$ cat src/rtl/cpu_pkg.sv
// Shared CPU definitions: datapath defaults, ALU opcodes and ID/EX control bundle.
package cpu_pkg;

    localparam int unsigned DW_DEF = 32;
    localparam int unsigned RW_DEF = 5;

    localparam logic [3:0] ALU_ADD = 4'b0000;
    localparam logic [3:0] ALU_SUB = 4'b0001;
    localparam logic [3:0] ALU_AND = 4'b0010;
    localparam logic [3:0] ALU_OR  = 4'b0011;
    localparam logic [3:0] ALU_SLL = 4'b0100;
    localparam logic [3:0] ALU_SRL = 4'b0101;
    localparam logic [3:0] ALU_SRA = 4'b0110;
    localparam logic [3:0] ALU_NOR = 4'b0111;
    localparam logic [3:0] ALU_SLT = 4'b1000;

    // Control portion of the ID/EX register
    typedef struct packed {
        logic       valid;
        logic       reg_write;
        logic       mem_read;
        logic       mem_write;
        logic       mem_to_reg;
        logic       alu_src;
        logic [3:0] alu_op;
    } ex_ctrl_t;

    // A bubble does nothing: no valid, no side effects, ALU doing an add
    localparam ex_ctrl_t BUBBLE_CTRL = '{
        valid:      1'b0,
        reg_write:  1'b0,
        mem_read:   1'b0,
        mem_write:  1'b0,
        mem_to_reg: 1'b0,
        alu_src:    1'b0,
        alu_op:     ALU_ADD
    };

endpackage

$ cat src/rtl/id_ex_operand_stage_fwd_mux.sv
// Operand forwarding mux for one source register: EX/MEM beats MEM/WB,
// register 0 is never forwarded.
module fwd_mux
    import cpu_pkg::*;
#(
    parameter int unsigned DW = DW_DEF,
    parameter int unsigned RW = RW_DEF
) (
    input  logic [RW-1:0] idx,
    input  logic [DW-1:0] reg_data,
    input  logic          exmem_reg_write,
    input  logic [RW-1:0] exmem_rd,
    input  logic [DW-1:0] exmem_result,
    input  logic          memwb_reg_write,
    input  logic [RW-1:0] memwb_rd,
    input  logic [DW-1:0] memwb_result,
    output logic [DW-1:0] fwd_data
);

    // Priority select of the newest in-flight producer of idx
    always_comb begin
        fwd_data = reg_data;
        if (idx != '0) begin
            if (exmem_reg_write && (exmem_rd == idx)) begin
                fwd_data = exmem_result;
            end else if (memwb_reg_write && (memwb_rd == idx)) begin
                fwd_data = memwb_result;
            end
        end
    end

endmodule

$ cat src/rtl/id_ex_operand_stage.sv
// ID/EX pipeline register feeding the ALU: latches decoded fields, forwards
// later-stage results into the operands, detects load-use hazards and
// inserts bubbles on stall or flush.
module id_ex_operand_stage
    import cpu_pkg::*;
#(
    parameter int unsigned DW = DW_DEF,
    parameter int unsigned RW = RW_DEF
) (
    input  logic          clk,
    input  logic          rst,
    input  logic          id_valid,
    input  logic [RW-1:0] id_rs,
    input  logic [RW-1:0] id_rt,
    input  logic [RW-1:0] id_rd,
    input  logic [DW-1:0] id_rs_data,
    input  logic [DW-1:0] id_rt_data,
    input  logic [DW-1:0] id_imm,
    input  logic [4:0]    id_shamt,
    input  logic [3:0]    id_alu_op,
    input  logic          id_alu_src,
    input  logic          id_reg_write,
    input  logic          id_mem_read,
    input  logic          id_mem_write,
    input  logic          id_mem_to_reg,
    input  logic          flush,
    input  logic          exmem_reg_write,
    input  logic [RW-1:0] exmem_rd,
    input  logic [DW-1:0] exmem_result,
    input  logic          memwb_reg_write,
    input  logic [RW-1:0] memwb_rd,
    input  logic [DW-1:0] memwb_result,
    output logic          stall,
    output logic [DW-1:0] alu_in1,
    output logic [DW-1:0] alu_in2,
    output logic [3:0]    alu_op,
    output logic [4:0]    alu_shamt,
    output logic [DW-1:0] ex_store_data,
    output logic [RW-1:0] ex_rd,
    output logic          ex_valid,
    output logic          ex_reg_write,
    output logic          ex_mem_read,
    output logic          ex_mem_write,
    output logic          ex_mem_to_reg
);

    ex_ctrl_t      ctrl_q,    ctrl_d;
    logic [RW-1:0] rs_q,      rs_d;
    logic [RW-1:0] rt_q,      rt_d;
    logic [RW-1:0] rd_q,      rd_d;
    logic [DW-1:0] rs_data_q, rs_data_d;
    logic [DW-1:0] rt_data_q, rt_data_d;
    logic [DW-1:0] imm_q,     imm_d;
    logic [4:0]    shamt_q,   shamt_d;

    logic [DW-1:0] rs_fwd;
    logic [DW-1:0] rt_fwd;

    // Load-use hazard: a load in EX whose destination is read by ID; a flush
    // kills the ID instruction anyway, so it masks the stall
    always_comb begin
        stall = ctrl_q.valid && ctrl_q.mem_read && (rd_q != '0) && id_valid &&
                ((rd_q == id_rs) || (rd_q == id_rt)) && !flush;
    end

    // Next register contents: bubble on flush/stall, otherwise capture ID
    always_comb begin
        ctrl_d.valid      = id_valid;
        ctrl_d.reg_write  = id_reg_write  & id_valid;
        ctrl_d.mem_read   = id_mem_read   & id_valid;
        ctrl_d.mem_write  = id_mem_write  & id_valid;
        ctrl_d.mem_to_reg = id_mem_to_reg & id_valid;
        ctrl_d.alu_src    = id_alu_src;
        ctrl_d.alu_op     = id_alu_op;
        rs_d      = id_rs;
        rt_d      = id_rt;
        rd_d      = id_rd;
        rs_data_d = id_rs_data;
        rt_data_d = id_rt_data;
        imm_d     = id_imm;
        shamt_d   = id_shamt;
        if (flush || stall) begin
            ctrl_d    = BUBBLE_CTRL;
            rs_d      = '0;
            rt_d      = '0;
            rd_d      = '0;
            rs_data_d = '0;
            rt_data_d = '0;
            imm_d     = '0;
            shamt_d   = '0;
        end
    end

    // ID/EX register with synchronous reset
    always_ff @(posedge clk) begin
        if (rst) begin
            ctrl_q    <= '0;
            rs_q      <= '0;
            rt_q      <= '0;
            rd_q      <= '0;
            rs_data_q <= '0;
            rt_data_q <= '0;
            imm_q     <= '0;
            shamt_q   <= '0;
        end else begin
            ctrl_q    <= ctrl_d;
            rs_q      <= rs_d;
            rt_q      <= rt_d;
            rd_q      <= rd_d;
            rs_data_q <= rs_data_d;
            rt_data_q <= rt_data_d;
            imm_q     <= imm_d;
            shamt_q   <= shamt_d;
        end
    end

    fwd_mux #(.DW(DW), .RW(RW)) u_fwd_rs (
        .idx             (rs_q),
        .reg_data        (rs_data_q),
        .exmem_reg_write (exmem_reg_write),
        .exmem_rd        (exmem_rd),
        .exmem_result    (exmem_result),
        .memwb_reg_write (memwb_reg_write),
        .memwb_rd        (memwb_rd),
        .memwb_result    (memwb_result),
        .fwd_data        (rs_fwd)
    );

    fwd_mux #(.DW(DW), .RW(RW)) u_fwd_rt (
        .idx             (rt_q),
        .reg_data        (rt_data_q),
        .exmem_reg_write (exmem_reg_write),
        .exmem_rd        (exmem_rd),
        .exmem_result    (exmem_result),
        .memwb_reg_write (memwb_reg_write),
        .memwb_rd        (memwb_rd),
        .memwb_result    (memwb_result),
        .fwd_data        (rt_fwd)
    );

    // EX-side outputs: operands from forwarding, controls straight from the register
    always_comb begin
        alu_in1       = rs_fwd;
        alu_in2       = ctrl_q.alu_src ? imm_q : rt_fwd;
        ex_store_data = rt_fwd;
        alu_op        = ctrl_q.alu_op;
        alu_shamt     = shamt_q;
        ex_rd         = rd_q;
        ex_valid      = ctrl_q.valid;
        ex_reg_write  = ctrl_q.reg_write;
        ex_mem_read   = ctrl_q.mem_read;
        ex_mem_write  = ctrl_q.mem_write;
        ex_mem_to_reg = ctrl_q.mem_to_reg;
    end

endmodule

$ cat config.mk
export PLATFORM = sky130hd
export DESIGN_NAME = id_ex_operand_stage
export DESIGN_NICKNAME = d
export VERILOG_FILES = /design/src/rtl/cpu_pkg.sv /design/src/rtl/id_ex_operand_stage_fwd_mux.sv /design/src/rtl/id_ex_operand_stage.sv
export SDC_FILE = /design/constraint.sdc
export NUM_CORES = 1
export LEC_CHECK = 0
export ABC_AREA = 0
export CORE_MARGIN = 2
export CORE_UTILIZATION = 41
export CTS_CLUSTER_DIAMETER = 30
export DETAILED_ROUTE_END_ITERATION = 8
export GPL_TIMING_DRIVEN = 0
export PLACE_DENSITY_LB_ADDON = 0.1
export SYNTH_ARGS = -nofsm -noshare
export SYNTH_HDL_FRONTEND = slang
export SYNTH_SLANG_ARGS = --single-unit
$ cat constraint.sdc
create_clock -name clk -period 3.1 [get_ports clk]
set_input_delay 0.62 -clock clk [delete_from_list [all_inputs] [get_ports clk]]
set_output_delay 0.62 -clock clk [all_outputs]
set_load 0.005 [all_outputs]
==> results of run 1 <==
[worst paths after layout]
kind / slack (ns) / cells after the start / to
worst max register to register: 0.64 / 7 / rt_data_q[30]$_SDFF_PP0_
worst min register to register: 1.29 / 5 / rt_q[1]$_SDFF_PP0_
worst max-delay path: 0.01 / 11 / ex_store_data[19]
worst min-delay path: 0.75 / 2 / ex_rd[4]$_SDFF_PP0_
[layout make-up]
class	instances	area, sq um
Multi-Input combinational cell	482	4120
Fill cell	1123	3910
Timing Repair Buffer	369	3520
Sequential cell	126	2530
Buffer	62	508
Clock buffer	19	443
Tap cell	216	270
Inverter	60	225
Clock inverter	13	178
[Yosys cell counts (all sizes together)]
cell     number  area (sq um)
and2        123           769
and3          5          31.3
nand4        25           156
a21oi         1          5.00
nand2        40           150
dfxtp       126          2520
nor4          1          6.26
a32oi        32           280
buf          30           186
or4           1          11.3
nor3         30           150
or3           2          12.5
o21a          1          7.51
o22ai         1          6.26
xor2          4          35.0
mux2i        32           320
nor2b        32           200
o21ai        32           160
o2bb2ai      32           468
nor2         10          45.0
or2           2          12.5
o221ai       32           280
clkbuf       40           156
inv          60           225
xnor2        26           228
nand3        17          85.1
a211oi        1          12.5
[what timing repair did]
action                                  CTS  global route
cloned                                    6             1
pin swaps                                28            25
gates resized for setup                 413           107
endpoints found under the setup margin   96            78
hold endpoints to repair                  0             0
buffers inserted                         32            11
[layer usage]
layer  part of all wire [%]  track usage [%]  wire length (um)
met3                    8.7             8.20              2450
met4                    3.0             12.1               839
met5                      0                0                 0
met2                     49             52.3             14000
met1                     39             37.6             11000
[report_power, final]
group          internal (mW)  switching, mW  leakage (nW)  total [mW]
Clock                   1.30          0.793         0.297        2.10
Sequential              1.68         0.0351          1.04        1.72
Combinational          0.519          0.417          3.41       0.936
Total                   3.51           1.25          4.75        4.75
[logic make-up (layout without fill, tap and decap cells)]
| family | after synthesis | count (layout) | share of synthesized area [%] |
|---|---|---|---|
| mux | 32 | 32 | 4.91 |
| simple gates | 288 | 288 | 25.0 |
| compound gates | 132 | 132 | 18.7 |
| flops | 126 | 126 | 38.7 |
| buf+inv | 130 | 523 | 8.71 |
| xor+xnor | 30 | 30 | 4.03 |
[worst max-delay path, delay by kind of cell]
kind / cells / cell delay (ns)
buffers and inverters: 6 / 0.97
muxes: 1 / 0.35
xor gates and xnor gates: 1 / 0.16
AOI/OAI and AO/OA: 1 / 0.07
and+or+nand+nor: 2 / 0.29
[per-stage QoR]
step                      hold WS (ns)  setup TNS, ns  total power [mW]
after floorplan                  0.742              0              2.06
after global placement            1.18         -74.39              2.58
after detailed placement          1.19         -75.55              2.59
after CTS                        0.749       -0.00108              4.72
after global routing             0.749         -0.177              4.91
final                            0.754              0              4.75
==> results.yml, run 1 <==
status:
  outcome: "finished, final reports clean"
final_layout:
  reg_top3: "imm_q (32), rs_data_q (32), rt_data_q (32)"
  finish.instance_area_sq_mm: 0.0118
  layoutNonFillerInstCount: 1347
  final_common_cell: "clkdlybuf4s50_1"
  nets: 1323
  drive_gt1_share_pct: 27.6
  area_growth_syn_to_layout_pct: 80.9
  antenna-diode-count: 0
  final_core_util_pct: 75.1
  mostFrequentLayoutCells: "clkdlybuf4s50_1 (212), and2_1 (122), dfxtp_1 (121)"
placed_design:
  place_hpwl_um: 19100
  post_dp_cell_area_sq_mm: 0.0100
  gp_congestion: 0.885
  place_ws_ns: -0.971
  placedCellCount: 1274
  io_buffers: 320
timing:
  hold_viol: 0
  clock.fmax_mhz: 324
  setup_viol: 0
  period_needed_ns: 3.09
  timing.final.ws_setup_ns: 0.0111
  slew_viol_final: 0
  slew_headroom_pct: 41.0
  finalCritPeriodShare_pct: 99.6
  worstMarginPinSlew_ns: 0.883
  rsz0062_at_grt: "yes"
  finalClockSkew_ns: 0.00660
synth:
  synth_cells: 738
  syn_nets: 943
  ys_seq_elements: 126
  syn_area_sq_mm: 0.00652
  synth_area_per_cell_sq_um: 8.84
  yosysSeqAreaShare_pct: 38.7
  yosysUniqueCellTypes: 34
  yosys_warnings: 0
pwr:
  leakage_nw: 4.75
  peakVddDrop_v: 0.000389
  cellPowerDensity_mw_per_mm2: 403
grt:
  gr-usage-all-layers_pct: 30.9
  grt_max_degree: 17
  grt_overflow: 0
  grt_pass1_wl_um: 39400
  antenna_found_initial: 0
  first_global_vias: 6934
cts:
  clkSinkCount: 126
  clock_path_buffers: 2
  cts_tree: "yes"
  cts_buffers: 17
  htreeDepth: 4
  clk-insertion-delay-late_ns: 0.42
  cts_root_buffer: "clkbuf_16"
  clk_pin_slew_ns: 0.06
  ctsHoldBuffers: 0
setup_path:
  r2r_start: "ex_rd[4]$_SDFF_PP0_"
  crit_top_cell: "buf_6"
  cp.required_ns: 2.48
  cp_cell_sequence: "clkdlybuf4s15_1 -> xnor2_1 -> nand4_1 -> buf_4 -> nor2_4 -> buf_6 -> buf_16 -> mux2i_4 -> buf_6 -> o2bb2ai_4 -> buf_2"
  max_stage_delay_ns: 0.35
  crit_type: "in2out"
  crit_fanout: 5
  cp-end-kind: "primary output"
  crit_path_start_kind: "input pin"
  slowest_stage: "mux2i_4"
  crit_start: "exmem_rd[2]"
  critPathArrivalTime_ns: 2.47
floorplanning:
  die_width_um: 130
  die_h_um: 130
  start_util_pct: 41.5
  die_area_sq_mm: 0.0169
  coreArea_sq_mm: 0.0157
  ios: 321
  num_rows: 46
detailed_routing:
  viasPerCell: 5.34
  avgRoutedWirePerCell_um: 21.0
  drc: 0
  drtAntennaViolNets: 0
  via_count: 7197
  drtIter0Drc: 553
  drt-total-wl_um: 28300
  first_pass_iters: 7
job:
  drv_cap: 0
min_path:
  hold_path_class: "in2reg"
  min_from: "id_rd[4]"
Power figures use the tool's default switching activity.
==> run 2, diff against run 1 <==
--- a/config.mk
+++ b/config.mk
@@ -6,12 +6,12 @@
 export NUM_CORES = 1
 export LEC_CHECK = 0
 export ABC_AREA = 0
-export CORE_MARGIN = 2
 export CORE_UTILIZATION = 41
 export CTS_CLUSTER_DIAMETER = 30
 export DETAILED_ROUTE_END_ITERATION = 8
 export GPL_TIMING_DRIVEN = 0
 export PLACE_DENSITY_LB_ADDON = 0.1
+export SKIP_CTS_REPAIR_TIMING = 1
 export SYNTH_ARGS = -nofsm -noshare
 export SYNTH_HDL_FRONTEND = slang
 export SYNTH_SLANG_ARGS = --single-unit
==> run 2 against run 1 <==
Register-to-register slack got worse by 0.11 ns. Utilization fell by 2.0 points. Non-clock buffer count fell by 36. Setup slack got worse by 0.12 ns. Global-route usage fell by 0.93 points. The run now ends with negative setup slack left. Worst hold slack got worse by 0.0081 ns. Final area fell by 4.8%. Wire length fell by 10%. Via count fell by 3.5%. Highest routed layer is now met5. Flip-flop and latch count did not move. Critical endpoint is now alu_in1[26]. Clock power fell by 9%.
==> results.yml, run 2 (same netlist as run 1, synthesis figures left out) <==
status:
  outcome: "finished, violations left"
  violations: "negative setup slack"
setup_path:
  cp.required_ns: 2.48
  crit_type: "in2out"
  r2r_start: "ex_rd[4]$_SDFF_PP0_"
  worstRegToRegCells: 7
  r2r_setup_slack_ns: 0.53
  crit_fanout: 10
  critPathArrivalTime_ns: 2.59
  path_buf_inv: 3
  cp_cell_sequence: "dlymetal6s2s_1 -> xor2_1 -> nor4_2 -> and3_4 -> o21a_4 -> buf_6 -> o221ai_1 -> clkdlybuf4s50_1"
  slowest_stage: "clkdlybuf4s50_1"
  r2r-end: "rs_data_q[0]$_SDFF_PP0_"
  max_stage_delay_ns: 0.47
  crit_path_start_kind: "input pin"
  cp-end-kind: "primary output"
  crit_family: "buffers and inverters"
cts:
  cts_root_buffer: "clkbuf_16"
  clock_path_buffers: 2
  clk_pin_slew_ns: 0.06
  cts_tree: "yes"
  clk-insertion-delay-late_ns: 0.43
  cts_buffers: 17
  htreeDepth: 4
  clkSinkCount: 126
final_layout:
  fillCellCount: 1176
  multiInputGateArea_sq_mm: 0.00373
  finish.instance_area_sq_mm: 0.0112
  nets: 1287
  area_growth_syn_to_layout_pct: 72.2
  drive_gt1_share_pct: 17.4
  final_core_util_pct: 73.1
  final_common_cell: "clkdlybuf4s50_1"
  mostFrequentLayoutCells: "clkdlybuf4s50_1 (215), and2_1 (123), dfxtp_1 (121)"
  antenna-diode-count: 0
  reg_top3: "imm_q (32), rs_data_q (32), rt_data_q (32)"
  regArea_sq_mm: 0.00254
timing:
  slew_viol_final: 0
  clock.fmax_mhz: 312
  period_needed_ns: 3.21
  finalClockSkew_ns: 0.00739
  rsz0062_at_grt: "yes"
  finalCritPeriodShare_pct: 103
  setup_viol: 5
  worstMarginPinSlew_ns: 0.945
  timing.final.ws_setup_ns: -0.108
  slew_headroom_pct: 36.9
  hold_viol: 0
grt:
  gr-usage-all-layers_pct: 30.0
  first_global_vias: 6621
  grt_max_degree: 17
  antenna_found_initial: 1
  grt_overflow: 0
  grt_pass1_wl_um: 36600
placed_design:
  io_buffers: 320
  place_hpwl_um: 18900
  post_dp_cell_area_sq_mm: 0.00999
  gp_congestion: 0.894
floorplanning:
  start_util_pct: 42.4
  die_width_um: 128
  die_area_sq_mm: 0.0164
  ios: 321
  coreArea_sq_mm: 0.0154
  die_h_um: 128
  num_rows: 45
detailed_routing:
  first_pass_iters: 5
  drtIter0Drc: 541
  drtAntennaViolNets: 0
  viasPerCell: 5.32
  avgRoutedWirePerCell_um: 19.5
  drc: 0
  drt-total-wl_um: 25500
  via_count: 6945
pwr:
  peakVddDrop_v: 0.000484
  leakage_nw: 5.56
  cellPowerDensity_mw_per_mm2: 403
  power.total_mw: 4.52
min_path:
  min_from: "id_shamt[3]"
  min_path_cells: 2
  hold_path_class: "in2reg"
  min_to: "alu_shamt[3]$_SDFF_PP0_"
job:
  drv_cap: 0
## run 2: through the flow
step / hold WS (ns) / setup TNS [ns] / instances / setup slack [ns]
4_1_cts: 0.737 / -79.17 / 1301 / -1.02
3_3_place_gp: 1.19 / -79.68 / 1269 / -1.05
2_1_floorplan: 0.742 / 0 / 738 / 0.523
5_1_grt: 0.737 / -1.12 / 1306 / -0.162
3_5_place_dp: 1.19 / -77.51 / 1269 / -0.977
6_report: 0.746 / -0.264 / 1306 / -0.108
## run 2: area by class of cell
class                      count  area share, %
clock buffer                  18           3.82
sequential                   126           22.6
tap                          211           2.35
inverter                      60           2.00
multi-input combinational    482           33.2
timing repair buffer         329           30.9
clock inverter                14           1.19
buffer                        66           3.99
## run 2: worst register-to-register path, cell delays in order, from the launching register on
cell and delay (ns):
dfxtp_1 0.43, xnor2_1 0.10, nand3_1 0.09, o22ai_1 0.12, a211oi_2 0.79, clkbuf_2 0.45
clkbuf_2 0.34, and2_1 0.18
## run 2: report_power, final
part	leakage, nW	internal (mW)	total, mW	switching, mW
registers	1.04	1.68	1.72	0.0365
clock network	0.265	1.11	1.92	0.809
logic	4.26	0.510	0.880	0.370
total	5.56	3.31	4.52	1.22
## run 2: per-layer routing
metal | track usage, % | vias to the layer above | part of all wire [%] | wire length, um
li1 | - | 3249 | - | -
met1 | 37.7 | 3293 | 41 | 10400
met2 | 49.0 | 351 | 48 | 12300
met3 | 7.89 | 50 | 8.3 | 2100
met4 | 11.7 | 2 | 2.7 | 696
met5 | 0 | - | 0.047 | 12
## run 2: worst max-delay path by stage
stage	start	end	slack, ns	cells after the start
after floorplan	memwb_rd[0]	ex_store_data[10]	0.52	8
after global placement	memwb_rd[2]	alu_in2[16]	-1.05	9
after detailed placement	memwb_rd[2]	alu_in2[16]	-0.98	9
after CTS	memwb_rd[2]	alu_in2[16]	-1.02	9
after global routing	memwb_rd[1]	alu_in1[26]	-0.16	8
final	memwb_rd[1]	alu_in1[26]	-0.11	8
==> run 3, diff against run 2 <==
--- a/config.mk
+++ b/config.mk
@@ -6,12 +6,13 @@
 export NUM_CORES = 1
 export LEC_CHECK = 0
 export ABC_AREA = 0
-export CORE_UTILIZATION = 41
+export CORE_UTILIZATION = 44
 export CTS_CLUSTER_DIAMETER = 30
 export DETAILED_ROUTE_END_ITERATION = 8
 export GPL_TIMING_DRIVEN = 0
 export PLACE_DENSITY_LB_ADDON = 0.1
 export SKIP_CTS_REPAIR_TIMING = 1
+export SKIP_LAST_GASP = 1
 export SYNTH_ARGS = -nofsm -noshare
 export SYNTH_HDL_FRONTEND = slang
 export SYNTH_SLANG_ARGS = --single-unit
==> constraint.sdc (replaced) <==
create_clock -name clk -period 4.1 [get_ports clk]
set_input_delay 0.82 -clock clk [delete_from_list [all_inputs] [get_ports clk]]
set_output_delay 0.82 -clock clk [all_outputs]
set_load 0.005 [all_outputs]
==> run 3 against run 2 <==
The run still ends with negative setup slack left. Count of clock-buffer cells in the layout did not move. Final cell count is 2.5% lower. Combinational power fell by 26%. Total power is 24% lower. Global-route usage rose by 1.2 points. Utilization grew 2.4 points. Wire length is 3.0% lower. First-iteration DRC count shrank 0.92%. Via count shrank 2.1%. Clock power decreased by 22%.
==> results.yml, run 3 (same netlist as run 1, synthesis figures left out) <==
cts:
  htreeDepth: 4
  clkSinkCount: 126
  cts_tree: "yes"
  cts_root_buffer: "clkbuf_16"
  cts_buffers: 17
  clk-insertion-delay-late_ns: 0.42
  clock_path_buffers: 2
  clk_pin_slew_ns: 0.06
placed_design:
  placedCellCount: 1242
  place_ws_ns: -0.414
  gp_congestion: 0.867
  place_hpwl_um: 18600
  io_buffers: 320
final_layout:
  fillCellCount: 1098
  final_common_cell: "clkdlybuf4s50_1"
  mostFrequentLayoutCells: "clkdlybuf4s50_1 (255), dfxtp_1 (126), and2_1 (123)"
  nets: 1283
  drive_gt1_share_pct: 12.8
  reg_top3: "imm_q (32), rs_data_q (32), rt_data_q (32)"
  antenna-diode-count: 0
  layoutNonFillerInstCount: 1274
  area_growth_syn_to_layout_pct: 67.6
floorplanning:
  ios: 321
  coreArea_sq_mm: 0.0145
  start_util_pct: 45.1
  die_h_um: 124
  die_area_sq_mm: 0.0153
  die_width_um: 124
  num_rows: 44
timing:
  slew_viol_final: 0
  slew_headroom_pct: 39.3
  whs_ns: 0.951
  rsz0062_at_grt: "yes"
  period_needed_ns: 4.11
  worstMarginPinSlew_ns: 0.910
  hold_viol: 0
  setup_viol: 2
  finalCritPeriodShare_pct: 100
  timing.final.ws_setup_ns: -0.00542
  clock.fmax_mhz: 244
  finalClockSkew_ns: 0.00578
min_path:
  hold_path_class: "in2reg"
detailed_routing:
  wl_met1_um: 10100
  drt-total-wl_um: 24700
  viasPerCell: 5.34
  drc: 0
  drtAntennaViolNets: 0
  wl_met3_um: 2190
  first_pass_iters: 5
  routed-wl-met2_um: 11800
  via_count: 6802
  avgRoutedWirePerCell_um: 19.4
  highest_layer: "met4"
  drtIter0Drc: 536
grt:
  gr-usage-all-layers_pct: 31.2
  grt_max_degree: 17
  antenna_found_initial: 0
  first_global_vias: 6409
  grt_overflow: 0
  grt_pass1_wl_um: 35100
status:
  outcome: "finished, violations left"
  violations: "negative setup slack"
pwr:
  leakage_nw: 4.94
  intPower_mw: 2.56
  cellPowerDensity_mw_per_mm2: 315
  clockPowerShare_pct: 43.3
  combPwrFrac_pct: 18.9
  seqPwrFrac_pct: 37.8
  power_switching_mw: 0.880
  power.total_mw: 3.44
  swShare_pct: 25.6
  peakVddDrop_v: 0.000315
setup_path:
  cp.required_ns: 3.28
  cp-end-kind: "primary output"
  crit_fanout: 10
  crit_type: "in2out"
  critPathArrivalTime_ns: 3.29
  crit_path_start_kind: "input pin"
  r2r_setup_slack_ns: 1.56
job:
  drv_cap: 0
run 3: cell types whose count changed in the layout (fill, tap and decap cells not counted), sizes merged:
cell / change
buf: -7
inv: -2
clkinvlp: -1
bufinv: +1
clkdlybuf4s50: +40
clkbuf: -6
dlymetal6s2s: -31
clkinv: +1
run 3: critical path, cell delays in order:
cell	delay, ns
clkdlybuf4s50_1	0.45
xor2_1	0.19
nor4_1	0.25
and3_2	0.34
o21a_1	0.23
buf_2	0.30
o221ai_1	0.21
clkdlybuf4s50_1	0.49
run 3: power by group through the flow:
stage          sequential, mW  clock (mW)  combinational [mW]
2_1_floorplan            1.32           0               0.241
3_3_place_gp             1.32           0               0.628
3_5_place_dp             1.33           0               0.630
4_1_cts                  1.30        1.50               0.636
5_1_grt                  1.30        1.56               0.694
6_report                 1.30        1.49               0.650
run 3: stage by stage:
stage	area, sq um	TNS [ns]	utilization [%]
CTS	10500	-22.04	72.8
global route	10900	-0.270	75.5
finish	10900	-0.00593	75.5
detailed placement	9960	-19.22	68.8
floorplan	6520	0	-
global placement	9960	-19.21	68.8
run 3: worst paths after layout:
| path | from | endpoint | depth (start not counted) |
|---|---|---|---|
| max reg2reg | ex_rd[0]$_SDFF_PP0_ | rt_data_q[27]$_SDFF_PP0_ | 7 |
| min reg2reg | ex_mem_read$_SDFF_PP0_ | imm_q[11]$_SDFF_PP0_ | 5 |
| max | memwb_rd[1] | alu_in1[15] | 8 |
| min | id_rt_data[11] | rt_data_q[11]$_SDFF_PP0_ | 2 |
run 3: routing by layer:
| layer | global-route usage [%] | up-vias |
|---|---|---|
| li1 | - | 3230 |
| met1 | 39.7 | 3162 |
| met2 | 50.1 | 364 |
| met3 | 7.78 | 46 |
| met4 | 12.9 | 0 |
| met5 | 0 | - |
run 3: cell type report:
type / instances / area (sq um) / area share, %
multi-input combinational: 482 / 3620 / 33.1
timing repair buffer: 323 / 3390 / 31.0
sequential: 126 / 2520 / 23.1
clock buffer: 18 / 439 / 4.02
buffer: 68 / 369 / 3.38
tap: 184 / 230 / 2.11
inverter: 60 / 225 / 2.06
clock inverter: 13 / 141 / 1.29
